## config.mk

```make
export PLATFORM = sky130hd
export DESIGN_NAME = logic_clock_domain_crossing_arbiter
export DESIGN_NICKNAME = d
export VERILOG_FILES = /design/src/rtl/logic_clock_domain_crossing_arbiter.sv
export SDC_FILE = /design/constraint.sdc
export NUM_CORES = 1
export LEC_CHECK = 0
export ABC_AREA = 0
export CORE_AREA = 2 2 39 41
export CTS_BUF_LIST = sky130_fd_sc_hd__clkbuf_4 sky130_fd_sc_hd__clkbuf_8
export CTS_CLUSTER_DIAMETER = 200
export DETAILED_ROUTE_END_ITERATION = 6
export DIE_AREA = 0 0 41 43
export PLACE_DENSITY = 0.68
export SYNTH_ARGS = -nofsm -noshare
export SYNTH_HDL_FRONTEND = slang
export SYNTH_SLANG_ARGS = --single-unit
```

## constraint.sdc

```tcl
create_clock -name aclk -period 3.4 [get_ports aclk]
set_input_delay 0.68 -clock aclk [delete_from_list [all_inputs] [get_ports aclk]]
set_output_delay 0.68 -clock aclk [all_outputs]
set_load 0.05 [all_outputs]
```

## src/rtl/logic_clock_domain_crossing_arbiter.sv

```systemverilog
// Packet-aware round-robin arbiter feeding one CDC FIFO write port.
// Whole tlast-delimited packets are granted atomically; source id rides on tx_tid.
module logic_clock_domain_crossing_arbiter #(
   parameter int INPUTS   = 2,
   parameter int WIDTH    = 1,
   parameter int ID_WIDTH = $clog2(INPUTS)
) (
   input  logic                           aclk,
   input  logic                           areset_n,
   input  logic [INPUTS-1:0]              rx_tvalid,
   input  logic [INPUTS-1:0]              rx_tlast,
   input  logic [INPUTS-1:0][WIDTH-1:0]   rx_tdata,
   output logic [INPUTS-1:0]              rx_tready,
   input  logic                           tx_tready,
   output logic                           tx_tvalid,
   output logic                           tx_tlast,
   output logic [ID_WIDTH-1:0]            tx_tid,
   output logic [WIDTH-1:0]               tx_tdata
);

   typedef enum logic {IDLE, LOCKED} state_e;

   localparam logic [ID_WIDTH-1:0] LAST_ID = ID_WIDTH'(INPUTS - 1);

   state_e              state_q, state_d;
   logic [ID_WIDTH-1:0] ptr_q, ptr_d;
   logic [ID_WIDTH-1:0] grant_q, grant_d;
   logic                tvalid_q, tvalid_d;
   logic                tlast_q, tlast_d;
   logic [ID_WIDTH-1:0] tid_q, tid_d;
   logic [WIDTH-1:0]    tdata_q, tdata_d;

   logic [ID_WIDTH-1:0] pick;
   logic                slot_free;
   logic                accept;

   // First valid requester at or after the pointer, wrapping by compare
   always_comb begin
      int  idx;
      logic found;
      pick  = ptr_q;
      found = 1'b0;
      for (int k = 0; k < INPUTS; k++) begin
         idx = int'(ptr_q) + k;
         if (idx >= INPUTS) idx = idx - INPUTS;
         if (!found && rx_tvalid[idx[ID_WIDTH-1:0]]) begin
            found = 1'b1;
            pick  = idx[ID_WIDTH-1:0];
         end
      end
   end

   assign slot_free = !tvalid_q || tx_tready;

   always_comb begin
      state_d   = state_q;
      ptr_d     = ptr_q;
      grant_d   = grant_q;
      rx_tready = '0;
      accept    = 1'b0;
      unique case (state_q)
         IDLE: begin
            if (|rx_tvalid) begin
               state_d = LOCKED;
               grant_d = pick;
            end
         end
         LOCKED: begin
            if (slot_free) rx_tready[grant_q] = 1'b1;
            accept = slot_free && rx_tvalid[grant_q];
            if (accept && rx_tlast[grant_q]) begin
               state_d = IDLE;
               if (grant_q == LAST_ID) ptr_d = '0;
               else                    ptr_d = grant_q + 1'b1;
            end
         end
         default: state_d = IDLE;
      endcase
   end

   // Output register holds its beat until the FIFO takes it
   always_comb begin
      tvalid_d = tvalid_q;
      tlast_d  = tlast_q;
      tid_d    = tid_q;
      tdata_d  = tdata_q;
      if (accept) begin
         tvalid_d = 1'b1;
         tlast_d  = rx_tlast[grant_q];
         tid_d    = grant_q;
         tdata_d  = rx_tdata[grant_q];
      end else if (tx_tready) begin
         tvalid_d = 1'b0;
      end
   end

   always_ff @(posedge aclk or negedge areset_n) begin
      if (!areset_n) begin
         state_q  <= IDLE;
         ptr_q    <= '0;
         grant_q  <= '0;
         tvalid_q <= 1'b0;
         tlast_q  <= 1'b0;
         tid_q    <= '0;
         tdata_q  <= '0;
      end else begin
         state_q  <= state_d;
         ptr_q    <= ptr_d;
         grant_q  <= grant_d;
         tvalid_q <= tvalid_d;
         tlast_q  <= tlast_d;
         tid_q    <= tid_d;
         tdata_q  <= tdata_d;
      end
   end

   assign tx_tvalid = tvalid_q;
   assign tx_tlast  = tlast_q;
   assign tx_tid    = tid_q;
   assign tx_tdata  = tdata_q;

endmodule

```

==> impl_metrics.py <==
metrics = {
    "setup_path": {
        "max_stage_delay_ps": 440,
        "cp.arrival_ps": 1820,
        "critPathBufInv": 2,
        "reg2reg_depth": 3,
        "crit_type": "input port to output pin",
        "crit_path_start_kind": "input port",
        "path_cells": "clkdlybuf4s50_1 -> nand2b_1 -> and3_2 -> buf_4",
        "worstPathMaxFanout": 8,
        "cp.depth": 4,
        "crit_path_top_delay_cell": "clkdlybuf4s50_1",
        "cp_top_family": "buffers and inverters",
        "worstSetupEndpointType": "output pin",
        "worst-endpoint-required_ps": 2720,
    },
    "pwr": {
        "p_sw_share_pct": 46.9,
        "p_leak_nw": 0.261,
        "p_total_mw": 0.606,
        "p_sw_mw": 0.284,
        "vdd_drop_max_mv": 0.424,
        "p_int_mw": 0.322,
        "clock_power_share_pct": 13.8,
        "combPwrFrac_pct": 58.5,
        "pwr-share-seq_pct": 27.7,
        "p_per_area_nw_per_um2": 1090,
    },
    "synth": {
        "ys_top_cells_by_area": "dfrtp_1, mux2_4, buf_6",
        "synth_ff_type": "dfrtp_1",
        "seq_area_frac_synth_pct": 42.8,
        "ys_ff_latch": 7,
        "avgSynthCellArea_um2": 10.8,
        "yosys_warnings": 0,
        "async_flop_share_pct": 100,
        "synth-edff-count": 0,
        "yosysMostFrequentCell": "dfrtp_1",
        "synth_top_area_share_pct": 42.8,
        "synth_cells": 38,
        "netlist_area_um2": 409,
        "synth_top_family_by_area": "simple AND/OR/NAND/NOR gates",
        "synth_common_cells": "dfrtp_1, nand2_1, inv_1",
        "synth_compound_area_share_pct": 10.7,
        "syn_nets": 47,
        "synth_xor_xnor_area_share_pct": 0,
        "synth_mux_area_share_pct": 12.5,
        "synth_largest_area_cell": "dfrtp_1",
        "synthSimpleGateAreaFrac_pct": 21.1,
        "synthAdderAreaFrac_pct": 0,
        "synth_cell_types": 21,
    },
    "floorplanning": {
        "fp.dieH_um": 43,
        "die_x_um": 41,
        "die_area_um2": 1760,
        "io_pins": 15,
        "initial_core_util_pct": 29.6,
        "coreArea_um2": 1380,
        "rows": 14,
    },
    "place": {
        "gp_congestion": 0.714,
        "portBuffers": 14,
        "post-place-cells": 65,
        "dp_hpwl_um": 526,
    },
    "grt": {
        "antenna_found_initial": 0,
        "grtUsageTotal_pct": 10.4,
        "grt_start_max_net_pins": 10,
        "grt.overflow.total": 0,
        "grt_pass1_vias": 266,
        "grt_pass1_wl_um": 1170,
    },
    "min_path": {
        "hold_path.class": "flip-flop to flip-flop",
        "worstHoldPathCells": 1,
    },
    "final_layout": {
        "fin_nets": 63,
        "stdcell_count": 69,
        "drive_gt1_share_pct": 24.5,
        "n_antenna_cell": 0,
        "area_growth_pct": 36.1,
    },
    "sta": {
        "slew_viol_final": 0,
        "clock-skew-final_ps": 0.718,
        "setup_viol": 0,
        "whs_ps": 516,
        "setup_tns_ps": 0,
        "fmaxAchievable_mhz": 400,
        "grt_setup_unrepaired": "false",
        "min_period_over_period_pct": 73.5,
        "relSlewSlack_pct": 66.9,
        "finalHoldViolCount": 0,
        "worst_pin_slew_ps": 495,
        "fin_crit_ps": 2500,
    },
    "run": {
        "max_cap_viol_count": 0,
    },
    "routing": {
        "wl_um": 708,
        "avgRoutedWirePerCell_um": 10.3,
        "ant_nets": 0,
        "drc": 0,
        "via_per_inst": 4.59,
        "vias": 317,
        "drt-initial-drc-count": 4,
        "dr.pass1.iters": 2,
    },
    "cts": {
        "cts_resized": 0,
        "post_cts_buffers": 0,
        "numCtsBuffers": 3,
        "htreeDepth": 1,
        "ctsHoldBuffers": 0,
        "root_buffer": "clkbuf_4",
        "clock-sinks": 7,
        "clockBufferDepth": 2,
        "clk_latency_ps": 250,
        "cts_tree": "yes",
        "clkTransAtPathRegs_ps": 50,
    },
    "outcome": {
        "outcome": "complete, no violations",
    },
}
## final timing paths
check                               start      endpoint  slack, ps
worst max register to register    grant_q      tx_tdata       2040
min in group asynchronous        areset_n        tx_tid        690
worst max-delay path            tx_tready  rx_tready[1]        900
worst min register to register   tx_tdata      tx_tdata        520
worst min-delay path             tx_tdata      tx_tdata        520
max in group asynchronous        areset_n      tx_tdata       2470
## flip-flops by register name, summed over array words and instances, names as in the netlist
register	count
state_q	1
tx_tvalid	1
tx_tid	1
tx_tlast	1
grant_q	1
ptr_q	1
tx_tdata	1
## area by class of cell
class | instances | area, um2
Fill cell | 139 | 827
Multi-Input combinational cell | 24 | 181
Sequential cell | 7 | 175
Timing Repair Buffer | 14 | 135
Clock buffer | 4 | 30.0
Tap cell | 16 | 20.0
Inverter | 4 | 15.0
## power groups by stage
stage	Sequential (mW)	Clock (mW)	Combinational, mW
2_1_floorplan	0.231	0	0.229
3_3_place_gp	0.168	0	0.354
3_5_place_dp	0.168	0	0.357
4_1_cts	0.168	0.0867	0.358
5_1_grt	0.173	0.0896	0.382
6_report	0.168	0.0838	0.354
## layout by cell type, fill, tap and decap left out
cell type,n
mux2_2,1
nand3_1,2
nor2_1,1
inv_1,4
nand2_1,5
and3_2,1
dfrtp_1,7
nor3b_1,1
buf_4,2
mux2i_1,1
clkdlybuf4s50_1,12
a21oi_1,1
clkbuf_4,4
o32a_2,1
nand3_4,1
a31oi_1,2
nand2b_1,1
and2_1,1
mux2_4,2
nand2b_2,1
o22ai_1,1
a2bb2oi_1,1
## kinds of logic after synthesis
logic type / after synthesis
AO/OA/AOI/OAI: 6
buffers and inverters: 7
flip-flops: 7
multiplexers: 4
AND/OR/NAND/NOR: 14
## metal layers
layer | vias to the layer above | track usage, % | share of wire (%)
li1 | 158 | - | -
met1 | 145 | 15.8 | 48
met2 | 12 | 10.6 | 42
met3 | 2 | 3.14 | 8.5
met4 | 0 | 10.0 | 1.1
met5 | - | 0 | 0
## per-stage QoR
stage                     utilization (%)  area [um2]  setup slack, ps
final                                40.2         557              902
after global routing                 40.2         557              814
after CTS                            40.2         557              899
after detailed placement             38.1         527              902
after global placement               38.1         527              916
after floorplan                         -         409             1120
Power figures use the tool's default switching activity.
==> RTL edit: new RTL, same flow settings <==
`INPUTS`: 2 -> 4.
--- a/src/rtl/logic_clock_domain_crossing_arbiter.sv
+++ b/src/rtl/logic_clock_domain_crossing_arbiter.sv
@@ -3,3 +3,3 @@
 module logic_clock_domain_crossing_arbiter #(
-   parameter int INPUTS   = 2,
+   parameter int INPUTS   = 4,
    parameter int WIDTH    = 1,
Ports: changed (5 resized); port bits go from 15 to 24. The function was not compared with the original's and may differ.
==> RTL edit against the original RTL <==
Sequential cell count rose by 3; core utilization is 28 points higher; total power is 49% higher; final cell count increased by 52%; area after synthesis is 66% higher; clock skew grew 0.0013 ns; sequential power grew 50%; routed wire length increased by 110%; setup slack worse by 0.51 ns; cell area rose by 69%; critical endpoint is now rx_tready[0].
==> RTL edit: results (changes against the original RTL) <==
[metrics] Reg clk slew, reported paths: 0.06 ns
[metrics] Routability Congestion: 0.742 (+3.9%)
[metrics] WL/cell: 14.0 um (+37%)
[metrics] met2 Usage GRT: 27.8% (+17 points)
[metrics] DRT iter0 DRCs: 15 (+11)
[metrics] Worst Setup EP: rx_tready[0]
[metrics] leakage power of the design: 0.424 nW (+62%)
[metrics] switching pwr: 0.435 mW (+53%)
[metrics] Net count, final: 110 (+75%)
[metrics] worst clock skew: 0.00204 ns (+0.00132 ns)
[metrics] primary flip-flop cell chosen by synthesis mapping: sky130_fd_sc_hd__dfrtp_1
[metrics] initial antenna violation count: 0 (unchanged)
[metrics] kind of path behind the tightest hold check: flop to flop
[metrics] maximum buffer depth of the clock tree: 2 (unchanged)
[metrics] largest cells by area after synthesis: sky130_fd_sc_hd__dfrtp_1, sky130_fd_sc_hd__ha_1, sky130_fd_sc_hd__mux2_4, sky130_fd_sc_hd__mux4_2, sky130_fd_sc_hd__a21oi_1
[metrics] post-cts gate resize count: 0 (unchanged)
[metrics] vias in the first global route: 531 (+100%)
[metrics] Worst IR Drop VDD: 563 uV (+33%)
[metrics] Synth Net Count: 83 (+77%)
[metrics] GR met1 Demand/Resource: 29.2% (+13 points)
[metrics] FF-to-FF End: ptr_q[0]
[metrics] CP required: 2.72 ns (about the same)
[metrics] clock latency on the worst-skew pair: 0.26 ns
[metrics] TritonRoute pass-1 iters: 2 (unchanged)
[metrics] part of the Yosys area used for sequential elements: 36.8% (-6.0 points)
[metrics] Overall Global Routing Usage: 19.4% (+9.0 points)
[metrics] root buffer cell: sky130_fd_sc_hd__clkbuf_4
[metrics] number of buffers inserted by post-CTS setup repair: 0 (unchanged)
[metrics] GR met3 Demand/Resource: 3.14% (unchanged)
[metrics] cell count after placement: 102 (+57%)
[metrics] async set-reset flop share out of synthesis: 100% (unchanged)
[metrics] global-route wire length before repair: 2330 um (+98%)
[metrics] detailed-placement wirelength estimate: 1130 um (+120%)
[metrics] IO Port Bufs: 23 (+9)
[metrics] reg2reg setup slack: 1.64 ns (-0.40 ns)
[metrics] Synth warnings: 0 (unchanged)
[metrics] outcome: finished, final reports clean
[metrics] worst relative slew slack: 66.8% (-0.15 points)
[metrics] TritonCTS Buffers: 3 (unchanged)
[metrics] mean instance size in the synthesized netlist: 10.6 sq um (-1.2%)
[metrics] MaxCap Viol Count: 0 (unchanged)
[metrics] share of final-layout standard cells stronger than drive strength 1: 12.4% (-12 points)
[metrics] antenna cells: 0 (unchanged)
[metrics] highest fanout seen on the critical path: 8 (unchanged)
[metrics] total length of routed wires: 1470 um (+110%)
[metrics] critical path startpoint: tx_tready
[metrics] largest net degree at the start of global routing: 11 (+1)
[metrics] detail-routed via count per cell: 5.27 (+15%)
[metrics] top post-synthesis cells by count: sky130_fd_sc_hd__dfrtp_1, sky130_fd_sc_hd__nand2_1, sky130_fd_sc_hd__a21oi_1
[metrics] Critical R2R Launch: grant_q[0]
[metrics] # H-tree levels: 1 (unchanged)
[metrics] path depth of the worst reg2reg path: 3 (unchanged)
[metrics] count of different cell masters after synthesis: 23 (+9.5%)
-- RTL edit: area by class of cell --
cell class              count  area, sq um
multi-input cells          49          404
repair buffers             23          230
clock buffers               3         22.5
flip-flops and latches     10          250
inverters                   4         15.0
well taps                  16         20.0
fillers                   123          442
-- RTL edit: worst max-delay path, stage by stage --
cell                              delay (ns)
sky130_fd_sc_hd__clkdlybuf4s50_1        0.45
sky130_fd_sc_hd__or2b_1                 0.21
sky130_fd_sc_hd__and3_1                 0.19
sky130_fd_sc_hd__clkdlybuf4s50_1        0.80
-- RTL edit: per-stage QoR --
step	hold slack [ns]	setup WS (ns)	area [sq um]
2_1_floorplan	0.384	1.38	681
3_3_place_gp	0.463	0.393	920
3_5_place_dp	0.477	0.386	920
4_1_cts	0.491	0.381	942
5_1_grt	0.525	0.306	942
6_report	0.484	0.393	942
-- RTL edit: cells by family (layout without fill, tap and decap cells) --
family | count (synthesis) | in the layout | synth area share, %
flip-flops | 10 | 10 | 36.8
AO/OA/AOI/OAI | 13 | 13 | 11.0
multiplexers | 10 | 10 | 23.2
buffers and inverters | 5 | 30 | 3.86
adder cells (fa/ha/maj) | 4 | 4 | 7.35
AND/OR/NAND/NOR | 22 | 22 | 17.8
-- RTL edit: worst min path at each step --
stage               slack, ns      start  cells past startpoint    endpoint
global route             0.52   tx_tlast                      2    tx_tlast
global placement         0.46   tx_tlast                      2    tx_tlast
CTS                      0.49  tx_tid[0]                      2   tx_tid[0]
finish                   0.48  tx_tid[0]                      2   tx_tid[0]
floorplan                0.38   areset_n                      0  grant_q[0]
detailed placement       0.48  tx_tid[0]                      2   tx_tid[0]
-- RTL edit: power by group through the flow --
stage	registers, mW	logic, mW	clock network (mW)
global route	0.262	0.614	0.0871
finish	0.252	0.573	0.0785
CTS	0.254	0.581	0.0808
detailed placement	0.256	0.577	0
floorplan	0.331	0.336	0
global placement	0.255	0.573	0
-- RTL edit: per-layer routing --
metal  share of wire, %  routed length (um)  vias up
li1                   -                   -      283
met1                 51                 746      253
met2                 44                 643       15
met3                4.7                  69        2
met4               0.88                  13        0
met5                  0                   0        -
